`config.mk`:
```
export PLATFORM = sky130hd
export DESIGN_NAME = mem_ctrl
export DESIGN_NICKNAME = d
export VERILOG_FILES = /design/src/rtl/mem_ctrl_pkg.sv /design/src/rtl/mem_ctrl.sv
export SDC_FILE = /design/constraint.sdc
export NUM_CORES = 1
export LEC_CHECK = 0
export ABC_CLOCK_PERIOD_IN_PS = 3100
export CORE_MARGIN = 2
export CORE_UTILIZATION = 50
export DETAILED_ROUTE_END_ITERATION = 10
export PLACE_DENSITY = 0.87
export SLEW_MARGIN = 20
export SYNTH_ARGS = -nofsm -noshare
export SYNTH_HDL_FRONTEND = slang
export SYNTH_SLANG_ARGS = --single-unit
```
`constraint.sdc`:
```
create_clock -name clk_in -period 3.1 [get_ports clk_in]
set_input_delay 0.31 -clock clk_in [delete_from_list [all_inputs] [get_ports clk_in]]
set_output_delay 0.31 -clock clk_in [all_outputs]
set_load 0.05 [all_outputs]
```
`src/rtl/mem_ctrl_pkg.sv`:
```
// mem_ctrl_pkg: constants shared by the CPU memory controller.
//   mc_state_e    - controller FSM states (IDLE, IFETCH, LOAD, STORE)
//   LS_SIZE_*     - ls_size encodings (3 is treated as a word access)
//   size_to_len() - number of bytes moved for a given ls_size
package mem_ctrl_pkg;

    typedef enum logic [1:0] {
        IDLE   = 2'd0,
        IFETCH = 2'd1,
        LOAD   = 2'd2,
        STORE  = 2'd3
    } mc_state_e;

    localparam logic [1:0] LS_SIZE_BYTE  = 2'd0;
    localparam logic [1:0] LS_SIZE_HALF  = 2'd1;
    localparam logic [1:0] LS_SIZE_WORD  = 2'd2;
    localparam logic [1:0] LS_SIZE_WORD3 = 2'd3;

    localparam logic [2:0] WORD_BYTES = 3'd4;

    function automatic logic [2:0] size_to_len(input logic [1:0] size);
        case (size)
            LS_SIZE_BYTE: size_to_len = 3'd1;
            LS_SIZE_HALF: size_to_len = 3'd2;
            default:      size_to_len = WORD_BYTES;
        endcase
    endfunction

endpackage

```
`src/rtl/mem_ctrl.sv`:
```
// mem_ctrl: byte-serial memory controller arbitrating between the instruction
// fetcher and the load/store unit in front of an 8-bit synchronous RAM.
// Ports:
//   clk_in, rst_in (sync, active-high), rdy_in (global enable, low = hold)
//   if_read_signal/if_pc  -> if_done/if_instr       instruction fetch (4 bytes)
//   ls_valid/ls_wr/ls_size/ls_addr/ls_wdata -> ls_done/ls_rdata  data access
//   mem_din (RAM byte for previous cycle's mem_a), mem_dout, mem_a, mem_wr
module mem_ctrl
    import mem_ctrl_pkg::*;
(
    input  logic        clk_in,
    input  logic        rst_in,
    input  logic        rdy_in,
    input  logic        if_read_signal,
    input  logic [31:0] if_pc,
    output logic        if_done,
    output logic [31:0] if_instr,
    input  logic        ls_valid,
    input  logic        ls_wr,
    input  logic [1:0]  ls_size,
    input  logic [31:0] ls_addr,
    input  logic [31:0] ls_wdata,
    output logic        ls_done,
    output logic [31:0] ls_rdata,
    input  logic [7:0]  mem_din,
    output logic [7:0]  mem_dout,
    output logic [31:0] mem_a,
    output logic        mem_wr
);

    mc_state_e   state_q, state_d;
    logic [2:0]  cnt_q, cnt_d;       // index of the byte currently on mem_a
    logic [2:0]  len_q, len_d;       // bytes in this transaction
    logic [31:0] mem_a_q, mem_a_d;
    logic [7:0]  mem_dout_q, mem_dout_d;
    logic        mem_wr_q, mem_wr_d;
    logic [31:0] wdata_q, wdata_d;
    logic [31:0] buf_q, buf_d;       // read assembly buffer
    logic [31:0] if_instr_q, if_instr_d;
    logic [31:0] ls_rdata_q, ls_rdata_d;
    logic        if_done_q, if_done_d;
    logic        ls_done_q, ls_done_d;
    logic        cool_q, cool_d;     // post-done IDLE cycle that refuses requests
    logic        stall_q, stall_d;   // previous edge had rdy_in low
    logic [7:0]  hold_q, hold_d;     // RAM byte caught on the first stalled edge

    logic [7:0]  din_eff;
    logic [1:0]  cap_idx;
    logic [1:0]  nxt_idx;
    logic [31:0] buf_cap;

    always_comb begin
        state_d    = state_q;
        cnt_d      = cnt_q;
        len_d      = len_q;
        mem_a_d    = mem_a_q;
        mem_dout_d = mem_dout_q;
        mem_wr_d   = mem_wr_q;
        wdata_d    = wdata_q;
        buf_d      = buf_q;
        if_instr_d = if_instr_q;
        ls_rdata_d = ls_rdata_q;
        if_done_d  = if_done_q;
        ls_done_d  = ls_done_q;
        cool_d     = cool_q;
        stall_d    = stall_q;
        hold_d     = hold_q;

        // While stalled, mem_a is frozen so mem_din drifts to the byte now on
        // mem_a. The byte that was in flight when the stall began is kept in
        // hold_q and consumed on the resume edge, so a stall costs exactly its
        // own length.
        din_eff = stall_q ? hold_q : mem_din;
        cap_idx = 2'(cnt_q - 3'd1);
        nxt_idx = cnt_q[1:0] + 2'd1;
        buf_cap = buf_q;
        buf_cap[{cap_idx, 3'b000} +: 8] = din_eff;

        if (!rdy_in) begin
            if (!stall_q) begin
                hold_d = mem_din;
            end
            stall_d = 1'b1;
        end else begin
            stall_d   = 1'b0;
            if_done_d = 1'b0;
            ls_done_d = 1'b0;
            case (state_q)
                IDLE: begin
                    if (cool_q) begin
                        cool_d = 1'b0;
                    end else if (ls_valid) begin
                        state_d = ls_wr ? STORE : LOAD;
                        cnt_d   = '0;
                        len_d   = size_to_len(ls_size);
                        mem_a_d = ls_addr;
                        wdata_d = ls_wdata;
                        buf_d   = '0;
                        if (ls_wr) begin
                            mem_wr_d   = 1'b1;
                            mem_dout_d = ls_wdata[7:0];
                        end
                    end else if (if_read_signal) begin
                        state_d = IFETCH;
                        cnt_d   = '0;
                        len_d   = WORD_BYTES;
                        mem_a_d = if_pc;
                        buf_d   = '0;
                    end
                end
                IFETCH, LOAD: begin
                    if (cnt_q != 3'd0) begin
                        buf_d = buf_cap;
                    end
                    if (cnt_q == len_q) begin
                        state_d = IDLE;
                        cool_d  = 1'b1;
                        if (state_q == IFETCH) begin
                            if_instr_d = buf_cap;
                            if_done_d  = 1'b1;
                        end else begin
                            ls_rdata_d = buf_cap;
                            ls_done_d  = 1'b1;
                        end
                    end else begin
                        cnt_d = cnt_q + 3'd1;
                        if (cnt_q + 3'd1 < len_q) begin
                            mem_a_d = mem_a_q + 32'd1;
                        end
                    end
                end
                STORE: begin
                    if (cnt_q + 3'd1 < len_q) begin
                        cnt_d      = cnt_q + 3'd1;
                        mem_a_d    = mem_a_q + 32'd1;
                        mem_dout_d = wdata_q[{nxt_idx, 3'b000} +: 8];
                    end else begin
                        state_d   = IDLE;
                        cnt_d     = '0;
                        mem_wr_d  = 1'b0;
                        ls_done_d = 1'b1;
                        cool_d    = 1'b1;
                    end
                end
                default: state_d = IDLE;
            endcase
        end
    end

    always_ff @(posedge clk_in) begin
        if (rst_in) begin
            state_q    <= IDLE;
            cnt_q      <= '0;
            len_q      <= '0;
            mem_a_q    <= '0;
            mem_dout_q <= '0;
            mem_wr_q   <= 1'b0;
            wdata_q    <= '0;
            buf_q      <= '0;
            if_instr_q <= '0;
            ls_rdata_q <= '0;
            if_done_q  <= 1'b0;
            ls_done_q  <= 1'b0;
            cool_q     <= 1'b0;
            stall_q    <= 1'b0;
            hold_q     <= '0;
        end else begin
            state_q    <= state_d;
            cnt_q      <= cnt_d;
            len_q      <= len_d;
            mem_a_q    <= mem_a_d;
            mem_dout_q <= mem_dout_d;
            mem_wr_q   <= mem_wr_d;
            wdata_q    <= wdata_d;
            buf_q      <= buf_d;
            if_instr_q <= if_instr_d;
            ls_rdata_q <= ls_rdata_d;
            if_done_q  <= if_done_d;
            ls_done_q  <= ls_done_d;
            cool_q     <= cool_d;
            stall_q    <= stall_d;
            hold_q     <= hold_d;
        end
    end

    assign if_done  = if_done_q;
    assign if_instr = if_instr_q;
    assign ls_done  = ls_done_q;
    assign ls_rdata = ls_rdata_q;
    assign mem_a    = mem_a_q;
    assign mem_dout = mem_dout_q;
    // A stalled write byte must not reach the RAM; it is presented again on resume.
    assign mem_wr   = mem_wr_q & rdy_in;

endmodule

```
==> results.toml <==
[run_status]
status = "finished, final reports clean"

[power]
swShare_pct = 35.60
leakagePower_nw = 4.147
p_sw_mw = 2.431
p_clk_share_pct = 30.4
comb_power_share_pct = 28.6
internal_power_mw = 4.397
cellPowerDensity_mw_per_mm2 = 576.9
total_power_mw = 6.828
peakVddDrop_mv = 0.4718
seqPwrFrac_pct = 41.0

[critical_path]
critPathKind = "reg -> reg"
required_ns = 3.42
worst_ep_arrival_time_ns = 3.07
startpoint_type = "register"
reg2regPathDepth = 10
r2r_setup_slack_ns = 0.35
end_kind = "register"
r2r_start = "cnt_q[0]$_SDFFE_PP0P_"
crit-reg2reg-capture = "mem_a[28]$_SDFFE_PP0P_"
cp_max_fo = 37

[logic_synthesis]
synth_seq_cells = 189
synth_cells = 1076
ys_warn_count = 0
syn_area_mm2 = 0.008862
synth_ff_type = "dfxtp_1"
avgSynthCellArea_um2 = 8.236
synthTopCellsByArea = "dfxtp_1 (43%), a21oi_1 (7.0%), nor2_1 (7.0%)"
synth-async-reset-ratio_pct = 0
synth_edf_count = 0
syn-num-nets = 1203
synth_area_leader_cell = "dfxtp_1"
ys_types = 59
yosysSeqAreaShare_pct = 42.69
synth_top_area_share_pct = 42.69

[floorplanning]
start_util_pct = 51.24
coreArea_mm2 = 0.01730
die_w_um = 137.1
io_pins = 219
die-area_mm2 = 0.01881
dieHeight_um = 137.1
rows = 48

[layout]
num_antenna_cells = 0
area_delta_synth_final_pct = 33.55
drive_gt1_share_pct = 7.529
nets = 1389
fin_cells = 1500

[routing]
wl_per_cell_um = 16.78
drc_errors = 0
final_antenna_net_count = 0
via_per_inst = 5.772
drt-pass1-iter-count = 5
drt_wl_total_um = 25170
vias = 8658
drt-initial-drc-count = 841

[clocking]
clkSinkCount = 189
cts_tree = "done"
post_cts_buffers = 0
postCtsHoldBufs = 0
clk_latency_ns = 0.44
cts_buffers = 17
clockBufferDepth = 2
cts.clk_slew.worst_paths_ns = 0.08
htree_num_levels = 4
cts-resized-gates = 0
cts_root_buf = "clkbuf_16"

[place]
place_inst = 1464
place_congestion = 0.9063
portBuffers = 218
dp_hpwl_um = 17770

[worst_hold_path]
hold_path_class = "in -> reg"
whs_path_depth = 2
hold_path_end = "wdata_q[15]$_SDFFE_PP0P_"
min_from = "rst_in"

[global_route]
antenna_found_initial = 0
grt_pass1_vias = 7956
grt_overflow = 0
grt_pass1_wl_um = 40210
grt_usage_pct = 26.90
grt_max_degree = 87

[sta]
clock_skew_ns = 0.01418
whs_ns = 0.3944
drv_slew = 0
post-route-period-util_pct = 88.64
setup_viol = 0
tightest_slew_ns = 0.9692
max_slew_margin_pct = 34.79
fmax_mhz = 363.9
finalHoldViolCount = 0
rsz0062_at_grt = "no"
fin_setup_tns_ns = 0
fin_crit_ns = 2.748

[flow_run]
cap_violations = 0
## synth_stat cells, types with 12 or more instances
cell type and instances:
clkbuf_1 68, inv_1 23, nand2_1 121, nand3_1 13, nor3_1 24, nand4_1 13
a22oi_1 18, nand2b_1 17, o2bb2ai_1 12, a211oi_1 67, nor2_1 165, a21oi_1 124
o21ai_0 31, ha_1 15, dfxtp_1 189, mux2i_1 51
## layer usage
metal	up-vias	global-route usage [%]	part of all wire, %
li1	4216	-	-
met1	4076	36.25	43
met2	322	43.53	48
met3	44	5.778	6.7
met4	0	7.503	2.1
met5	-	0	0
## area by class of cell
type / count / area (um^2)
clock buffer: 17 / 425.4
clock inverter: 15 / 127.6
fill: 1405 / 5461
inverter: 25 / 93.84
multi-input combinational: 781 / 4698
sequential: 189 / 3784
tap: 225 / 281.5
timing repair buffer: 248 / 2425
## cells by family after synthesis
group,count (synthesis),share of synthesized area (%)
compound gates,302,21.84
mux,65,8.556
fa+ha+maj,15,2.118
flops,189,42.69
xor+xnor,3,0.2965
simple gates,396,19.95
buf+inv,106,4.546
## cell usage in the layout, fill, tap and decap left out, types with 4 or more instances in the layout
cell type / n
a21oi_1: 124
and3_1: 4
mux2i_1: 51
mux4_2: 8
a22oi_1: 18
o31ai_1: 5
nand4_1: 13
o2bb2ai_1: 12
ha_1: 14
a211oi_1: 67
nor4_1: 9
o211a_1: 4
nand2_1: 121
nand3_1: 13
inv_1: 23
nand2b_1: 17
inv_6: 6
clkinvlp_4: 4
o22ai_1: 9
o21ai_0: 31
dfxtp_1: 189
nor2_1: 163
nand3b_1: 4
a21o_1: 5
buf_4: 29
nor3_1: 22
clkbuf_16: 17
clkdlybuf4s50_1: 216
and2_1: 4
mux2_2: 6
## worst max path at each step
stage | startpoint | end | slack (ns) | cells after the start
floorplan | mem_a[9]$_SDFFE_PP0P_ | mem_a[31]$_SDFFE_PP0P_ | 0.52 | 6
global placement | cnt_q[0]$_SDFFE_PP0P_ | mem_a[21]$_SDFFE_PP0P_ | 0.35 | 9
detailed placement | cnt_q[0]$_SDFFE_PP0P_ | mem_a[21]$_SDFFE_PP0P_ | 0.25 | 9
CTS | cnt_q[0]$_SDFFE_PP0P_ | mem_a[21]$_SDFFE_PP0P_ | 0.24 | 9
global route | cnt_q[0]$_SDFFE_PP0P_ | mem_a[28]$_SDFFE_PP0P_ | 0.23 | 10
finish | cnt_q[0]$_SDFFE_PP0P_ | mem_a[28]$_SDFFE_PP0P_ | 0.35 | 10
## critical path, stage by stage, from the launching register on
cell	delay, ns
dfxtp_1	0.50
inv_1	0.16
ha_1	0.34
ha_1	0.27
nand2b_1	0.07
o2bb2ai_1	0.14
buf_4	0.20
o211a_1	0.14
buf_4	0.36
nor2_1	0.08
nor4b_1	0.37
## stage by stage
step                      util (%)  area, um^2  worst slack [ns]
after detailed placement     65.05       11250            0.2532
final                        68.42       11840            0.3523
after global placement       65.05       11250            0.3526
after CTS                    68.25       11810            0.2428
after global routing         68.42       11840            0.2318
after floorplan                  -        8862            0.5186
## sequential cells by signal, summed over array words and instances (netlist names)
name and cells:
mem_a 32, len_q 3, wdata_q 32, stall_q 1
ls_rdata 32, ls_done 1, buf_q 32, mem_dout 8
if_instr 32, if_done 1, cool_q 1, hold_q 8
mem_wr_q 1, state_q 2, cnt_q 3
## power by group through the flow
stage / sequential [mW] / clock (mW) / combinational, mW
floorplan: 3.31 / 0 / 0.761
global placement: 2.84 / 0 / 1.89
detailed placement: 2.85 / 0 / 1.92
CTS: 2.80 / 2.09 / 1.93
global route: 2.83 / 2.20 / 2.09
finish: 2.80 / 2.08 / 1.95
Note: power is estimated with default switching activity, not from simulation.
